### src/rtl/stt8_entity_pkg.sv
// Shared definitions for the entity table loader.
// Holds the receiver state encoding, header field constants, the slot count,
// entity word widths and the reset ("unused", ID 4'hF) words.
package stt8_entity_pkg;

  typedef enum logic [1:0] {
    ST_IDLE,
    ST_D1,
    ST_D2,
    ST_D3
  } rx_state_t;

  localparam logic [3:0] SYNC_NIBBLE = 4'hA;
  localparam logic [3:0] CMD_COMMIT  = 4'h0;
  localparam logic [3:0] ARRAY_SLOT  = 4'd7;

  localparam int NUM_SLOTS = 9;
  localparam int WORD_W    = 14;
  localparam int ARRAY_W   = 18;

  localparam logic [WORD_W-1:0]  RESET_WORD  = 14'h3C00;
  localparam logic [ARRAY_W-1:0] RESET_ARRAY = 18'h3C000;

  // Commands 1..NUM_SLOTS address a slot; 0 is COMMIT, the rest are invalid.
  function automatic logic is_write_cmd(input logic [3:0] cmd);
    return (cmd != CMD_COMMIT) && (int'(cmd) <= NUM_SLOTS);
  endfunction

endpackage

### src/rtl/entity_pkt_rx.sv
// Packet receiver for the entity table loader.
// Parses header/data bytes, assembles slot words and reports results.
// Ports:
//   clk, rst_n       clock, async active-low reset
//   byte_in          packet byte
//   byte_valid       byte_in consumed when high
//   busy             receiver is mid-packet (registered)
//   pkt_error        one-cycle pulse, bad header or timeout (registered)
//   wr_en            final byte of a write accepted this cycle
//   wr_slot          slot number 1..9 of the write
//   wr_word          assembled word (14-bit slots zero-extended)
//   commit_req       valid COMMIT header accepted this cycle
//
// state   | meaning
// ST_IDLE | waiting for a header byte
// ST_D1   | header accepted, waiting for first data byte
// ST_D2   | waiting for second data byte (final for 14-bit slots)
// ST_D3   | waiting for third data byte (slot 7 only)
module entity_pkt_rx
  import stt8_entity_pkg::*;
#(
  parameter int TIMEOUT_CYCLES = 1023
) (
  input  logic               clk,
  input  logic               rst_n,
  input  logic [7:0]         byte_in,
  input  logic               byte_valid,
  output logic               busy,
  output logic               pkt_error,
  output logic               wr_en,
  output logic [3:0]         wr_slot,
  output logic [ARRAY_W-1:0] wr_word,
  output logic               commit_req
);

  localparam int CNT_W = $clog2(TIMEOUT_CYCLES + 1);
  localparam logic [CNT_W-1:0] CNT_LOAD = CNT_W'(TIMEOUT_CYCLES - 1);

  rx_state_t        state, state_d;
  logic [3:0]       slot_q, slot_d;
  logic [13:0]      hold_q, hold_d;   // word bits [17:4] gathered from D1/D2
  logic [CNT_W-1:0] idle_cnt, cnt_d;
  logic             err_d;

  always_ff @(posedge clk or negedge rst_n) begin
    if (!rst_n) begin
      state     <= ST_IDLE;
      slot_q    <= 4'd0;
      hold_q    <= 14'd0;
      idle_cnt  <= '0;
      pkt_error <= 1'b0;
    end else begin
      state     <= state_d;
      slot_q    <= slot_d;
      hold_q    <= hold_d;
      idle_cnt  <= cnt_d;
      pkt_error <= err_d;
    end
  end

  always_comb begin
    state_d    = state;
    slot_d     = slot_q;
    hold_d     = hold_q;
    cnt_d      = idle_cnt;
    err_d      = 1'b0;
    wr_en      = 1'b0;
    commit_req = 1'b0;

    if (slot_q == ARRAY_SLOT) begin
      wr_word = {hold_q, byte_in[3:0]};
    end else begin
      wr_word = {4'h0, hold_q[13:8], byte_in};
    end

    if (state == ST_IDLE) begin
      if (byte_valid) begin
        if (byte_in[7:4] == SYNC_NIBBLE && byte_in[3:0] == CMD_COMMIT) begin
          commit_req = 1'b1;
        end else if (byte_in[7:4] == SYNC_NIBBLE && is_write_cmd(byte_in[3:0])) begin
          state_d = ST_D1;
          slot_d  = byte_in[3:0];
          cnt_d   = CNT_LOAD;
        end else begin
          err_d = 1'b1;
        end
      end
    end else if (byte_valid) begin
      cnt_d = CNT_LOAD;
      case (state)
        ST_D1: begin
          hold_d[13:8] = byte_in[5:0];
          state_d      = ST_D2;
        end
        ST_D2: begin
          hold_d[7:0] = byte_in;
          if (slot_q == ARRAY_SLOT) begin
            state_d = ST_D3;
          end else begin
            wr_en   = 1'b1;
            state_d = ST_IDLE;
          end
        end
        default: begin
          wr_en   = 1'b1;
          state_d = ST_IDLE;
        end
      endcase
    end else if (idle_cnt == '0) begin
      // Terminal count: the packet stalled for TIMEOUT_CYCLES cycles.
      state_d = ST_IDLE;
      err_d   = 1'b1;
    end else begin
      cnt_d = idle_cnt - CNT_W'(1);
    end
  end

  assign busy    = (state != ST_IDLE);
  assign wr_slot = slot_q;

endmodule

### src/rtl/entity_table_loader.sv
// Entity table loader: receives slot-write and COMMIT packets into a shadow
// table and copies the shadow table to the active table at frame start.
// Ports:
//   clk, rst_n                 clock, async active-low reset
//   byte_in, byte_valid        host byte stream
//   frame_start                start-of-vblank pulse
//   entity_1..6, entity_8_flip, entity_9_flip   active 14-bit words
//   entity_7_array             active 18-bit array word
//   busy                       receiver mid-packet
//   commit_pending             commit requested, not yet applied
//   pkt_error                  rejected/aborted packet pulse
module entity_table_loader
  import stt8_entity_pkg::*;
#(
  parameter int TIMEOUT_CYCLES = 1023
) (
  input  logic               clk,
  input  logic               rst_n,
  input  logic [7:0]         byte_in,
  input  logic               byte_valid,
  input  logic               frame_start,
  output logic [WORD_W-1:0]  entity_1,
  output logic [WORD_W-1:0]  entity_2,
  output logic [WORD_W-1:0]  entity_3,
  output logic [WORD_W-1:0]  entity_4,
  output logic [WORD_W-1:0]  entity_5,
  output logic [WORD_W-1:0]  entity_6,
  output logic [ARRAY_W-1:0] entity_7_array,
  output logic [WORD_W-1:0]  entity_8_flip,
  output logic [WORD_W-1:0]  entity_9_flip,
  output logic               busy,
  output logic               commit_pending,
  output logic               pkt_error
);

  logic               wr_en;
  logic [3:0]         wr_slot;
  logic [ARRAY_W-1:0] wr_word;
  logic               commit_req;
  logic [2:0]         wr_idx;

  // 14-bit slots packed densely: slots 1..6 -> 0..5, slots 8,9 -> 6,7.
  logic [WORD_W-1:0]  shadow_word [NUM_SLOTS-1];
  logic [WORD_W-1:0]  active_word [NUM_SLOTS-1];
  logic [ARRAY_W-1:0] shadow_array, active_array;

  entity_pkt_rx #(
    .TIMEOUT_CYCLES(TIMEOUT_CYCLES)
  ) u_rx (
    .clk       (clk),
    .rst_n     (rst_n),
    .byte_in   (byte_in),
    .byte_valid(byte_valid),
    .busy      (busy),
    .pkt_error (pkt_error),
    .wr_en     (wr_en),
    .wr_slot   (wr_slot),
    .wr_word   (wr_word),
    .commit_req(commit_req)
  );

  assign wr_idx = (wr_slot > ARRAY_SLOT) ? 3'(wr_slot - 4'd2) : 3'(wr_slot - 4'd1);

  // Shadow write and active copy share an edge, so a copy coinciding with a
  // final data byte picks up the pre-write shadow contents.
  always_ff @(posedge clk or negedge rst_n) begin
    if (!rst_n) begin
      for (int i = 0; i < NUM_SLOTS - 1; i++) begin
        shadow_word[i] <= RESET_WORD;
        active_word[i] <= RESET_WORD;
      end
      shadow_array   <= RESET_ARRAY;
      active_array   <= RESET_ARRAY;
      commit_pending <= 1'b0;
    end else begin
      if (wr_en) begin
        if (wr_slot == ARRAY_SLOT) begin
          shadow_array <= wr_word;
        end else begin
          shadow_word[wr_idx] <= wr_word[WORD_W-1:0];
        end
      end
      // A COMMIT arriving with frame_start defers the copy to the next frame.
      if (commit_req) begin
        commit_pending <= 1'b1;
      end else if (frame_start && commit_pending) begin
        active_word    <= shadow_word;
        active_array   <= shadow_array;
        commit_pending <= 1'b0;
      end
    end
  end

  assign entity_1       = active_word[0];
  assign entity_2       = active_word[1];
  assign entity_3       = active_word[2];
  assign entity_4       = active_word[3];
  assign entity_5       = active_word[4];
  assign entity_6       = active_word[5];
  assign entity_8_flip  = active_word[6];
  assign entity_9_flip  = active_word[7];
  assign entity_7_array = active_array;

endmodule

### config.mk
export PLATFORM = sky130hd
export DESIGN_NAME = entity_table_loader
export DESIGN_NICKNAME = d
export VERILOG_FILES = /design/src/rtl/stt8_entity_pkg.sv /design/src/rtl/entity_pkt_rx.sv /design/src/rtl/entity_table_loader.sv
export SDC_FILE = /design/constraint.sdc
export NUM_CORES = 1
export LEC_CHECK = 0
export BUFFER_PORTS_ARGS = -buffer_cell sky130_fd_sc_hd__buf_2
export CAP_MARGIN = 0
export CORE_ASPECT_RATIO = 0.75
export CORE_UTILIZATION = 55
export CTS_CLUSTER_DIAMETER = 30
export CTS_CLUSTER_SIZE = 30
export DETAILED_ROUTE_END_ITERATION = 8
export GPL_ROUTABILITY_DRIVEN = 0
export PLACE_DENSITY = 0.76
export SYNTH_ARGS = -nofsm -noshare
export SYNTH_HDL_FRONTEND = slang
export SYNTH_HIERARCHICAL = 1
export SYNTH_SLANG_ARGS = --single-unit
### constraint.sdc
create_clock -name clk -period 3.6 [get_ports clk]
set_clock_uncertainty 0.1 [all_clocks]
set_input_delay 0 -clock clk [delete_from_list [all_inputs] [get_ports clk]]
set_output_delay 0 -clock clk [all_outputs]
set_load 0.02 [all_outputs]
==> flow_summary.toml <==
[logic_synthesis]
synth-seq-cells = 292
synth_area_per_cell_um2 = 15.7
synth-edff-count = 0
synth-seq-area-share_pct = 62.8
synthArstFlopShare_pct = 100
synth_cells = 750
ys_types = 54
synth-main-ff-cell = "dfrtp_1"
synth_fp_nets = 768
netlist_area_mm2 = 0.0118
yosysWarnings = 6

[clock_tree]
cts-resized-gates = 0
clockBufferDepth = 3
cts_made_buffers = 42
clockRootBuffer = "clkbuf_16"
clk_latency_ns = 0.52
cts_max_level = 2
cts.sink_count = 292
path_clk_slew_ns = 0.05
cts_setup_buffers = 0
cts_tree = "built"
hold_buffers = 12

[finish]
nFillCells = 1399
area_growth_pct = 22.7
regArea_mm2 = 0.00740
largest_reg_flops = 112
top_register = "shadow_word"
nets = 951
drive_gt1_share_pct = 62.1
multi_input_area_mm2 = 0.00415
n_antenna_cell = 0

[routing]
first_pass_iters = 5
vias = 6806
routed_wl_mm = 25.5
wl_per_cell_um = 20.4
vias_per_cell = 5.45
drt_iter0_drc = 399
drtAntennaViolNets = 0
drcViolationCount = 0

[sta]
worst_pin_slew_ns = 0.903
final-hold-violation-count = 0
rsz0062_at_grt = "no"
drv_slew = 0
fmaxAchievable_mhz = 346
finalSetupViolations = 0
tns_ns = 0
period_minus_slack_ns = 2.89
slew_headroom_pct = 39.8
min_period_over_period_pct = 80.3

[worst_setup_path]
rr_worst_depth = 7
criticalPathCategory = "reg2reg"
worstPathCellList = "nand4b_1, o21ai_0, a21oi_1, nand2_1, a211oi_4, buf_4, mux2_2"
end_kind = "flop"
cp_slowest_cell = "dfrtp_1"
start_kind = "flop"
crit_required_ns = 3.90
cp.buffers_inverters = 1
worstSetupPathDepth = 7
max_stage_delay_ns = 0.56
crit_arrival_ns = 3.20
critPathMaxFanout = 14
cpLargestDelayFamily = "compound AO/OA/AOI/OAI gates"

[power_and_ir_drop]
power.density_mw_per_mm2 = 727
ir_worst_vdd_v = 0.000396
fin_total_pwr_mw = 10.5
power.leakage_nw = 7.27

[place]
dp_hpwl_mm = 15.4
portBuffers = 144

[grt]
antenna_found_initial = 1
grtUsageTotal_pct = 24.4
grt_overflow = 0
grt_pass1_wl_mm = 40.6
grt_max_degree = 131
first_global_vias = 7131

[die]
start_util_pct = 57.2
io_pins = 145
core.rowCount = 45
die_w_um = 171
die_h_um = 129
coreArea_mm2 = 0.0206
fp.dieArea_mm2 = 0.0220

[job]
max_cap_viol_count = 0

[hold_path]
hold_class = "in2async"

[run_status]
outcome = "finished clean"
cell type report:
| class | count | share of cell area, % |
|---|---|---|
| flip-flops and latches | 292 | 51.1 |
| multi-input cells | 414 | 28.7 |
| clock buffers | 55 | 8.24 |
| repair buffers | 171 | 6.92 |
| well taps | 282 | 2.44 |
| clock inverters | 22 | 2.28 |
| inverters | 12 | 0.311 |
worst register-to-register path, cell delays in order, from the launching register on:
cell and delay [ns]:
dfrtp_1 0.56, nand4b_1 0.42, o21ai_0 0.18, a21oi_1 0.38, nand2_1 0.23, a211oi_4 0.25
buf_4 0.30, mux2_2 0.38
final timing paths:
path | slack, ns | start | end
worst max-delay path | 0.71 | u_rx/wr_slot[3]$_DFFE_PN0P_ | shadow_word[72]$_DFFE_PN0P_
max in group asynchronous | 2.37 | rst_n | shadow_word[69]$_DFFE_PN1P_
worst max register to register | 0.71 | u_rx/wr_slot[3]$_DFFE_PN0P_ | shadow_word[72]$_DFFE_PN0P_
min in group clk | 0.23 | byte_in[7] | u_rx/hold_q[7]$_DFFE_PN0P_
worst min register to register | 0.39 | shadow_word[8]$_DFFE_PN0P_ | shadow_word[8]$_DFFE_PN0P_
worst min-delay path | 0.05 | rst_n | u_rx/idle_cnt[4]$_DFFE_PN0P_
cell usage in the layout (no fill, tap or decap), types with 4 or more instances in the layout:
| master | synthesis | layout |
|---|---|---|
| a21oi_1 | 6 | 6 |
| and2_1 | 5 | 5 |
| buf_2 | 2 | 143 |
| buf_4 | 9 | 12 |
| bufinv_16 | 0 | 7 |
| clkbuf_1 | 15 | 5 |
| clkbuf_16 | 0 | 43 |
| clkbuf_8 | 0 | 7 |
| clkinv_4 | 0 | 4 |
| clkinvlp_4 | 0 | 6 |
| dfrtp_1 | 220 | 220 |
| dfstp_2 | 72 | 72 |
| dlygate4sd3_1 | 0 | 12 |
| ha_1 | 6 | 6 |
| inv_1 | 12 | 12 |
| mux2_2 | 257 | 257 |
| mux2_4 | 20 | 20 |
| nand2_1 | 44 | 44 |
| nor2_1 | 12 | 12 |
| o21ai_0 | 5 | 5 |
| o31ai_1 | 9 | 9 |
synth_stat cells (2+ instances only):
master      n  share of area, %
inv_1      12              0.38
nor2_1     12              0.38
nand4b_1    2              0.15
nand2_1    44               1.4
a21oi_1     6              0.25
buf_1       3             0.096
mux2i_1     2              0.17
and2_1      5              0.27
o211ai_1    2              0.13
dfstp_2    72                16
o22ai_1     2              0.11
buf_4       9              0.57
o21ai_0     5              0.21
buf_2       2             0.085
a21oi_2     2              0.15
nor4_4      3              0.54
a211oi_4    2              0.34
o31ai_1     9              0.57
nor3_2      2              0.17
mux2_4     20               2.5
nand3_1     3              0.13
mux2_1      2              0.19
clkbuf_1   15              0.48
mux2_2    257                25
dfrtp_1   220                47
ha_1        6              0.64
a21o_1      2              0.13
nor3_1      2             0.085
buf_12      2              0.34
through the flow:
stage	utilization (%)	cell area, µm²	setup slack [ns]	hold slack [ns]	cells
after global routing	70.2	14500	0.558	0.137	1248
after CTS	70.2	14500	0.746	0.0985	1248
after floorplan	-	11800	1.08	-0.396	750
after detailed placement	62.2	12800	0.748	0.0449	1159
after global placement	62.2	12800	0.859	0.0362	1159
final	70.2	14500	0.709	0.0491	1248
layer usage:
metal / share of wire, % / vias up / track usage [%]
li1: - / 3026 / -
met1: 49 / 3556 / 36.2
met2: 44 / 192 / 36.5
met3: 6.0 / 32 / 5.84
met4: 1.4 / 0 / 5.57
met5: 0 / - / 0
cells by family after synthesis:
| logic type | count (synthesis) | synth area share [%] |
|---|---|---|
| flops | 292 | 62.8 |
| xor+xnor | 1 | 0.0743 |
| mux | 282 | 27.7 |
| simple gates | 85 | 4.09 |
| buf+inv | 44 | 2.05 |
| compound gates | 40 | 2.74 |
| fa+ha+maj | 6 | 0.637 |
report_power, final:
part           internal, mW  switching (mW)
Combinational         0.827           0.901
Clock                  2.85            1.48
Sequential             4.02           0.426
Total                  7.70            2.81
No activity file was read; power rests on OpenSTA's default activity.
